File: src/rtl/led_blink_ctrl.sv
// Purpose: turns a one-cycle start request into blink_num on/off LED phases, each HALF_PERIOD clocks long, then pulses done.
// Latency: the first edge after an accepted start drives led_out high; done comes 2*HALF_PERIOD*blink_num cycles after that edge.
// Backpressure: start is dropped while busy; abort cancels the run with no done pulse, and abort beats a start in the same cycle.
module led_blink_ctrl #(
  parameter int unsigned HALF_PERIOD = 25000000,
  parameter int unsigned CNT_W       = 25,
  parameter int unsigned NUM_W       = 4
) (
  input  logic             sys_clk,
  input  logic             sys_rst,
  input  logic             start,
  input  logic [NUM_W-1:0] blink_num,
  input  logic             abort,
  output logic             busy,
  output logic             done,
  output logic             led_out
);

  typedef enum logic [1:0] {
    IDLE = 2'd0,
    ON   = 2'd1,
    OFF  = 2'd2
  } state_t;

  // Last count of a phase. Phases count 0..HALF_PERIOD-1, so HALF_PERIOD=1 ends a phase every cycle.
  localparam logic [CNT_W-1:0] CNT_TERM = CNT_W'(HALF_PERIOD - 1);

  state_t           state_q, state_d;
  logic [CNT_W-1:0] cnt_q, cnt_d;
  logic [NUM_W-1:0] rem_q, rem_d;
  logic             busy_q, busy_d;
  logic             done_q, done_d;
  logic             led_q, led_d;

  // Next-state logic. Every output is a flop, and each next value is decided together with the transition that causes it.
  always_comb begin
    state_d = state_q;
    cnt_d   = cnt_q;
    rem_d   = rem_q;
    busy_d  = busy_q;
    done_d  = 1'b0;
    led_d   = led_q;

    unique case (state_q)
      IDLE: begin
        // Abort in IDLE has no effect of its own, but it still swallows a start in the same cycle.
        if (start && !abort) begin
          if (blink_num != '0) begin
            rem_d   = blink_num;
            cnt_d   = '0;
            state_d = ON;
            busy_d  = 1'b1;
            led_d   = 1'b1;
          end else begin
            // A zero-count request completes at once and never lights the LED.
            done_d = 1'b1;
          end
        end
      end

      ON: begin
        if (abort) begin
          state_d = IDLE;
          cnt_d   = '0;
          rem_d   = '0;
          busy_d  = 1'b0;
          led_d   = 1'b0;
        end else if (cnt_q == CNT_TERM) begin
          cnt_d   = '0;
          state_d = OFF;
          led_d   = 1'b0;
        end else begin
          cnt_d = cnt_q + CNT_W'(1);
        end
      end

      OFF: begin
        if (abort) begin
          state_d = IDLE;
          cnt_d   = '0;
          rem_d   = '0;
          busy_d  = 1'b0;
          led_d   = 1'b0;
        end else if (cnt_q == CNT_TERM) begin
          cnt_d = '0;
          rem_d = rem_q - NUM_W'(1);
          if (rem_q > NUM_W'(1)) begin
            state_d = ON;
            led_d   = 1'b1;
          end else begin
            // The last off-phase has ended. busy drops in the same cycle done rises, so a new start can be taken at once.
            state_d = IDLE;
            busy_d  = 1'b0;
            done_d  = 1'b1;
          end
        end else begin
          cnt_d = cnt_q + CNT_W'(1);
        end
      end

      default: begin
        state_d = IDLE;
        cnt_d   = '0;
        rem_d   = '0;
        busy_d  = 1'b0;
        led_d   = 1'b0;
      end
    endcase
  end

  // State and output registers. Reset clears them at once, so a run cut short by reset ends without a done pulse.
  always_ff @(posedge sys_clk or posedge sys_rst) begin
    if (sys_rst) begin
      state_q <= IDLE;
      cnt_q   <= '0;
      rem_q   <= '0;
      busy_q  <= 1'b0;
      done_q  <= 1'b0;
      led_q   <= 1'b0;
    end else begin
      state_q <= state_d;
      cnt_q   <= cnt_d;
      rem_q   <= rem_d;
      busy_q  <= busy_d;
      done_q  <= done_d;
      led_q   <= led_d;
    end
  end

  assign busy    = busy_q;
  assign done    = done_q;
  assign led_out = led_q;

endmodule

File: config.mk
export PLATFORM = sky130hd
export DESIGN_NAME = led_blink_ctrl
export DESIGN_NICKNAME = d
export VERILOG_FILES = /design/src/rtl/led_blink_ctrl.sv
export SDC_FILE = /design/constraint.sdc
export NUM_CORES = 1
export LEC_CHECK = 0
export ABC_AREA = 1
export CORE_MARGIN = 2
export CORE_UTILIZATION = 35
export CTS_CLUSTER_SIZE = 40
export DETAILED_ROUTE_END_ITERATION = 10
export PLACE_DENSITY_LB_ADDON = 0.05
export SLEW_MARGIN = 30
export SYNTH_ARGS = -nofsm -noshare
export SYNTH_HDL_FRONTEND = slang
export SYNTH_SLANG_ARGS = --single-unit
File: constraint.sdc
create_clock -name sys_clk -period 2.5 [get_ports sys_clk]
set_clock_uncertainty 0.1 [all_clocks]
set_input_delay 0.25 -clock sys_clk [delete_from_list [all_inputs] [get_ports sys_clk]]
set_output_delay 0.25 -clock sys_clk [all_outputs]
set_load 0.02 [all_outputs]
==> results.json, run 1 <==
{
  "status": "finished clean",
  "top_usage_layer": "met1",
  "drive_gt1_share_pct": 10.0,
  "diodes": 0,
  "synth_ff_type": "dfrtp_1",
  "worstPathMaxFanout": 19,
  "synth_most_common_cell": "nand2_1",
  "finalMaxSlewViolations": 0,
  "path_class": "register to register",
  "yosysTopAreaCell": "dfrtp_1",
  "drt_iter0_drc": 109,
  "cap_violations": 0,
  "io_pins": 11,
  "drc": 0,
  "routedWlPerCell_um": 13.7,
  "overflow": 0,
  "root_buffer": "clkbuf_8",
  "grt_use_met2_pct": 23.8,
  "ant_nets": 0,
  "clkTransAtPathRegs_ns": 0.07,
  "finalCritPeriodShare_pct": 83.2,
  "rsz0062_at_grt": "no",
  "crit_chain": "inv_1 -> ha_1 -> nand3_1 -> nand2_4 -> inv_4 -> nand3_1 -> o21ai_0 -> o21ai_0 -> nor2_1",
  "max_freq_mhz": 481,
  "tns_ns": 0,
  "grtUsageMet1_pct": 26.5,
  "asyncSetResetFlopFracSynth_pct": 100,
  "antenna_found_initial": 0,
  "die_w_um": 84.1,
  "critPathMaxStageDelay_ns": 0.40,
  "synthToLayoutAreaGrowth_pct": 11.7,
  "ys_ff_latch": 34,
  "clk_latency_ns": 0.28,
  "nNetsFinal": 344,
  "cts_sinks": 34,
  "core_mm2": 0.00628,
  "min_path_type": "input pin to asynchronous set/reset pin",
  "syn_avg_cell_area_um2": 7.13,
  "period_needed_ns": 2.08,
  "cts_hold_buffers": 0,
  "grt_pass1_wl_mm": 9.66,
  "met3_usage_pct": 3.07,
  "critPathCaptureType": "register",
  "gp_congestion": 0.898,
  "grt_max_degree": 35,
  "slew_headroom_pct": 70.1,
  "finalHoldViolCount": 0,
  "total_power_w": 0.00182,
  "dp_hpwl_mm": 4.22,
  "drtPass1Iterations": 4,
  "synth.distinct_cells": 37,
  "dr_total_vias": 2004,
  "cp_data_arrival_time_ns": 2.19,
  "p_leak_nw": 1.04,
  "vias_per_cell": 4.92,
  "cts-resized-gates": 0,
  "cts_buffer_depth": 2,
  "worst_slew_pin_slew_ns": 0.449,
  "synth_edf_count": 0,
  "syn_area_mm2": 0.00225,
  "fp.dieH_um": 84.1,
  "cts_inserted_buffers": 5,
  "grt_pass1_vias": 1941,
  "crit_family": "simple AND/OR/NAND/NOR gates",
  "htreeDepth": 2,
  "powerDensity_mw_per_mm2": 726,
  "die-area_mm2": 0.00708,
  "ir_drop_v": 0.000368,
  "track_usage_pct": 16.9,
  "cp_num_buf_inv": 2,
  "reg2reg_slack_ns": 0.42,
  "synthTopCellsByArea": "dfrtp_1, nand2_1, nor2_1",
  "slowest_stage": "dfrtp_1",
  "cp.required_ns": 2.61,
  "synth_top_area_share_pct": 37.9,
  "setup_viol": 0,
  "seq_area_frac_synth_pct": 37.9,
  "postCtsSetupRepairBufs": 0,
  "syn_nets": 330,
  "yosys_warnings": 0,
  "wirelength_mm": 5.58,
  "ys_top_cells_by_count": "nand2_1, nor2_1, dfrtp_1, inv_1, nand3_1",
  "cts_tree": "yes",
  "start_util_pct": 35.8,
  "syn_inst": 315,
  "io_buffers": 10,
  "row_count": 29,
  "crit_path_start_kind": "register"
}
[cell usage in the layout, fill, tap and decap left out, types with 3 or more instances in the layout]
cell type	count
nand3_2	4
nor2_2	4
inv_1	32
nor2_1	55
o21ai_0	5
clkdlybuf4s50_1	10
dfrtp_1	34
nand3_1	20
xor2_1	6
ha_1	7
inv_2	4
a31oi_1	3
nand2_2	4
o21ai_1	9
clkbuf_8	6
a21oi_1	6
nand2_1	76
nor3_1	13
nand4_1	7
[power breakdown]
group          switching (W)  internal, W  leakage, nW
combinational       0.000486     0.000228        0.533
sequential         0.0000658     0.000625        0.463
clock               0.000198     0.000222       0.0482
total               0.000749      0.00108         1.04
[kinds of logic after synthesis]
group                      after synthesis  synth area share, %
AOI/OAI and AO/OA                       32                 8.35
and+or+nand+nor                        193                 39.4
xor gates and xnor gates                 6                 2.34
adders and majority gates                7                 3.90
buffers and inverters                   43                 8.13
DFF                                     34                 37.9
[worst paths after layout]
kind | startpoint | depth (start not counted) | to
worst max-delay path | state_q[0] | 9 | cnt_q[5]
worst min-delay path | sys_rst | 3 | rem_q[1]
worst max register to register | state_q[0] | 9 | cnt_q[5]
worst min register to register | led_out | 2 | led_out
max in group asynchronous | sys_rst | 3 | cnt_q[10]
min in group sys_clk | led_out | 2 | led_out
[routing by layer]
metal / routed length, µm / share of wire, %
met1: 2970 / 53
met2: 2380 / 43
met3: 169 / 3.0
met4: 63 / 1.1
met5: 0 / 0
[flip-flops by register name (all words and copies together) (netlist names)]
register	count
rem_q	4
busy	1
led_out	1
state_q	2
done	1
cnt_q	25
[area by class of cell]
cell class                 count  area, µm²
clock inverter                 1       5.00
tap                           77       96.3
multi-input combinational    238       1210
sequential                    34        851
inverter                      39        151
fill                         657       3770
timing repair buffer          11        108
clock buffer                   7       86.3
[per-stage QoR]
step	hold slack (ns)	cells	cell area [µm²]	setup WS, ns	utilization [%]
final	0.262	407	2510	0.420	40.0
after global routing	0.320	407	2510	0.0824	40.0
after CTS	0.284	407	2510	0.424	40.0
after detailed placement	0.370	399	2420	0.430	38.5
after global placement	0.369	399	2420	0.444	38.5
after floorplan	0.292	315	2250	0.761	-
[tightest hold or removal path, cell delays in order]
cell and delay, ns:
clkdlybuf4s50_1 0.39, inv_1 0.05, buf_4 0.38
No activity file was read; power rests on OpenSTA's default activity.
==> run 2, diff against run 1 <==
==> constraint.sdc (replaced) <==
create_clock -name sys_clk -period 1.7 [get_ports sys_clk]
set_clock_uncertainty 0.1 [all_clocks]
set_input_delay 0.17 -clock sys_clk [delete_from_list [all_inputs] [get_ports sys_clk]]
set_output_delay 0.17 -clock sys_clk [all_outputs]
set_load 0.02 [all_outputs]
==> run 2 against run 1 <==
Net effect:
- die area stayed put
- power increased by 73%
- critical path depth did not move
- cell count rose by 12%
- final area increased by 23%
- routed wire length rose by 12%
- non-clock buffer count rose by 48
- sequential power increased by 46%
- count of clock-buffer cells in the layout stayed put
- core utilization rose by 9.2 points
==> results.json, run 2 (synthesis gave the netlist of run 1 again) <==
{
  "status": "finished clean",
  "switching_share_pct": 40.8,
  "drc": 0,
  "grt_pass1_vias": 2149,
  "largest_reg_flops": 25,
  "setup_viol": 0,
  "drt_iter0_drc": 156,
  "cp_data_arrival_time_ns": 1.74,
  "seqCellArea_um2": 853,
  "clockPowerShare_pct": 18.0,
  "cts_sinks": 34,
  "combPwrFrac_pct": 49.9,
  "grt_max_degree": 35,
  "clk_latency_ns": 0.28,
  "row_count": 29,
  "tns_ns": 0,
  "min_path_type": "input pin to asynchronous set/reset pin",
  "rsz0062_at_grt": "yes",
  "slew_headroom_pct": 70.0,
  "p_switching_w": 0.00129,
  "finalHoldViolCount": 0,
  "grt_pass1_wl_mm": 10.5,
  "powerDensity_mw_per_mm2": 1020,
  "max_freq_mhz": 599,
  "diodes": 0,
  "track_usage_pct": 18.7,
  "dr_total_vias": 2186,
  "die_w_um": 84.1,
  "core_mm2": 0.00628,
  "multi_input_area_mm2": 0.00143,
  "io_buffers": 10,
  "path_class": "register to register",
  "worst_slew_pin_slew_ns": 0.450,
  "drtPass1Iterations": 4,
  "vias_per_cell": 4.81,
  "gp_congestion": 0.890,
  "seqPwrFrac_pct": 32.1,
  "cts_inserted_buffers": 5,
  "synthToLayoutAreaGrowth_pct": 37.4,
  "ir_drop_v": 0.000662,
  "n_fill_cell": 641,
  "cap_violations": 0,
  "fp.dieH_um": 84.1,
  "overflow": 0,
  "cp.required_ns": 1.78,
  "htreeDepth": 2,
  "finalMaxSlewViolations": 0,
  "largestRegisters": "cnt_q x25, rem_q x4, state_q x2",
  "worstPathMaxFanout": 5,
  "p_leak_nw": 1.34,
  "period_needed_ns": 1.67,
  "start_util_pct": 35.8,
  "routedWlPerCell_um": 13.8,
  "critPathCaptureType": "register",
  "clkTransAtPathRegs_ns": 0.07,
  "cts_tree": "yes",
  "die-area_mm2": 0.00708,
  "nNetsFinal": 392,
  "root_buffer": "clkbuf_8",
  "cts_buffer_depth": 2,
  "finalCritPeriodShare_pct": 98.2,
  "wirelength_mm": 6.28,
  "internal_power_w": 0.00187,
  "ant_nets": 0,
  "crit_path_start_kind": "register",
  "final_cell_mix": "nand2_1, buf_4, nor2_1",
  "fin_cells": 454,
  "dp_hpwl_mm": 4.61,
  "post-route-util_pct": 49.2,
  "antenna_found_initial": 0,
  "drive_gt1_share_pct": 30.8,
  "final_common_cell": "nand2_1",
  "dpl.cell_count": 440,
  "regMostFlops": "cnt_q",
  "io_pins": 11
}
==> run 2: cell types whose count changed in the layout (fill, tap and decap cells not counted), sizes merged <==
cell	before	now
buf	1	49
clkinv	2	0
inv	38	39
==> run 2: layer usage <==
metal / global-route usage, % / share of wire, % / vias up
met1: 27.1 / 50 / 991
met3: 3.66 / 4.1 / 7
li1: - / - / 1144
met5: 0 / 0 / -
met2: 28.9 / 44 / 44
met4: 4.11 / 1.2 / 0
==> run 2: area by class of cell <==
class	count	area share, %
clock buffer	7	2.47
inverter	39	5.23
sequential	34	27.6
tap	77	3.12
timing repair buffer	59	15.4
multi-input combinational	238	46.2
==> run 2: power groups by stage <==
stage	Clock, W	Combinational, W	Sequential [W]
after floorplan	0	0.000803	0.00104
after global placement	0	0.00130	0.000999
after detailed placement	0	0.00128	0.00100
after CTS	0.000594	0.00133	0.000986
after global routing	0.000635	0.00175	0.00103
final	0.000569	0.00157	0.00101
==> run 2: final timing paths <==
path | start | endpoint | slack [ns] | cells past startpoint
max | cnt_q[6] | cnt_q[21] | 0.03 | 9
min | sys_rst | cnt_q[19] | 0.19 | 3
max reg2reg | cnt_q[6] | cnt_q[21] | 0.03 | 9
min reg2reg | led_out | led_out | 0.37 | 2
max in group asynchronous | sys_rst | cnt_q[13] | 0.97 | 3
min in group sys_clk | led_out | led_out | 0.37 | 2
==> run 2: timing repair <==
item,CTS,global route
setup buffers,0,7
setup endpoints to repair,23,33
pin swaps,0,17
hold buffers,0,0
hold endpoints to repair,0,0
gates resized for setup,6,50
==> run 2: critical path: stages, from the launching register on <==
cell and delay, ns:
dfrtp_1 0.46, nor2_2 0.16, nand3b_1 0.08, nor2_1 0.17, nand2_2 0.13, nand3_2 0.13, nand2_4 0.10, buf_4 0.15
nand2_1 0.06, nor2_1 0.03
==> run 2: per-stage QoR <==
stage | hold slack [ns] | cell area (µm²) | worst slack (ns) | power [W]
6_report | 0.186 | 3090 | 0.0304 | 0.00315
5_1_grt | 0.250 | 3090 | -0.0675 | 0.00341
4_1_cts | 0.205 | 2830 | -0.00555 | 0.00291
3_5_place_dp | 0.370 | 2740 | -0.0581 | 0.00228
3_3_place_gp | 0.356 | 2740 | -0.0950 | 0.00229
2_1_floorplan | 0.212 | 2250 | 0.0188 | 0.00184
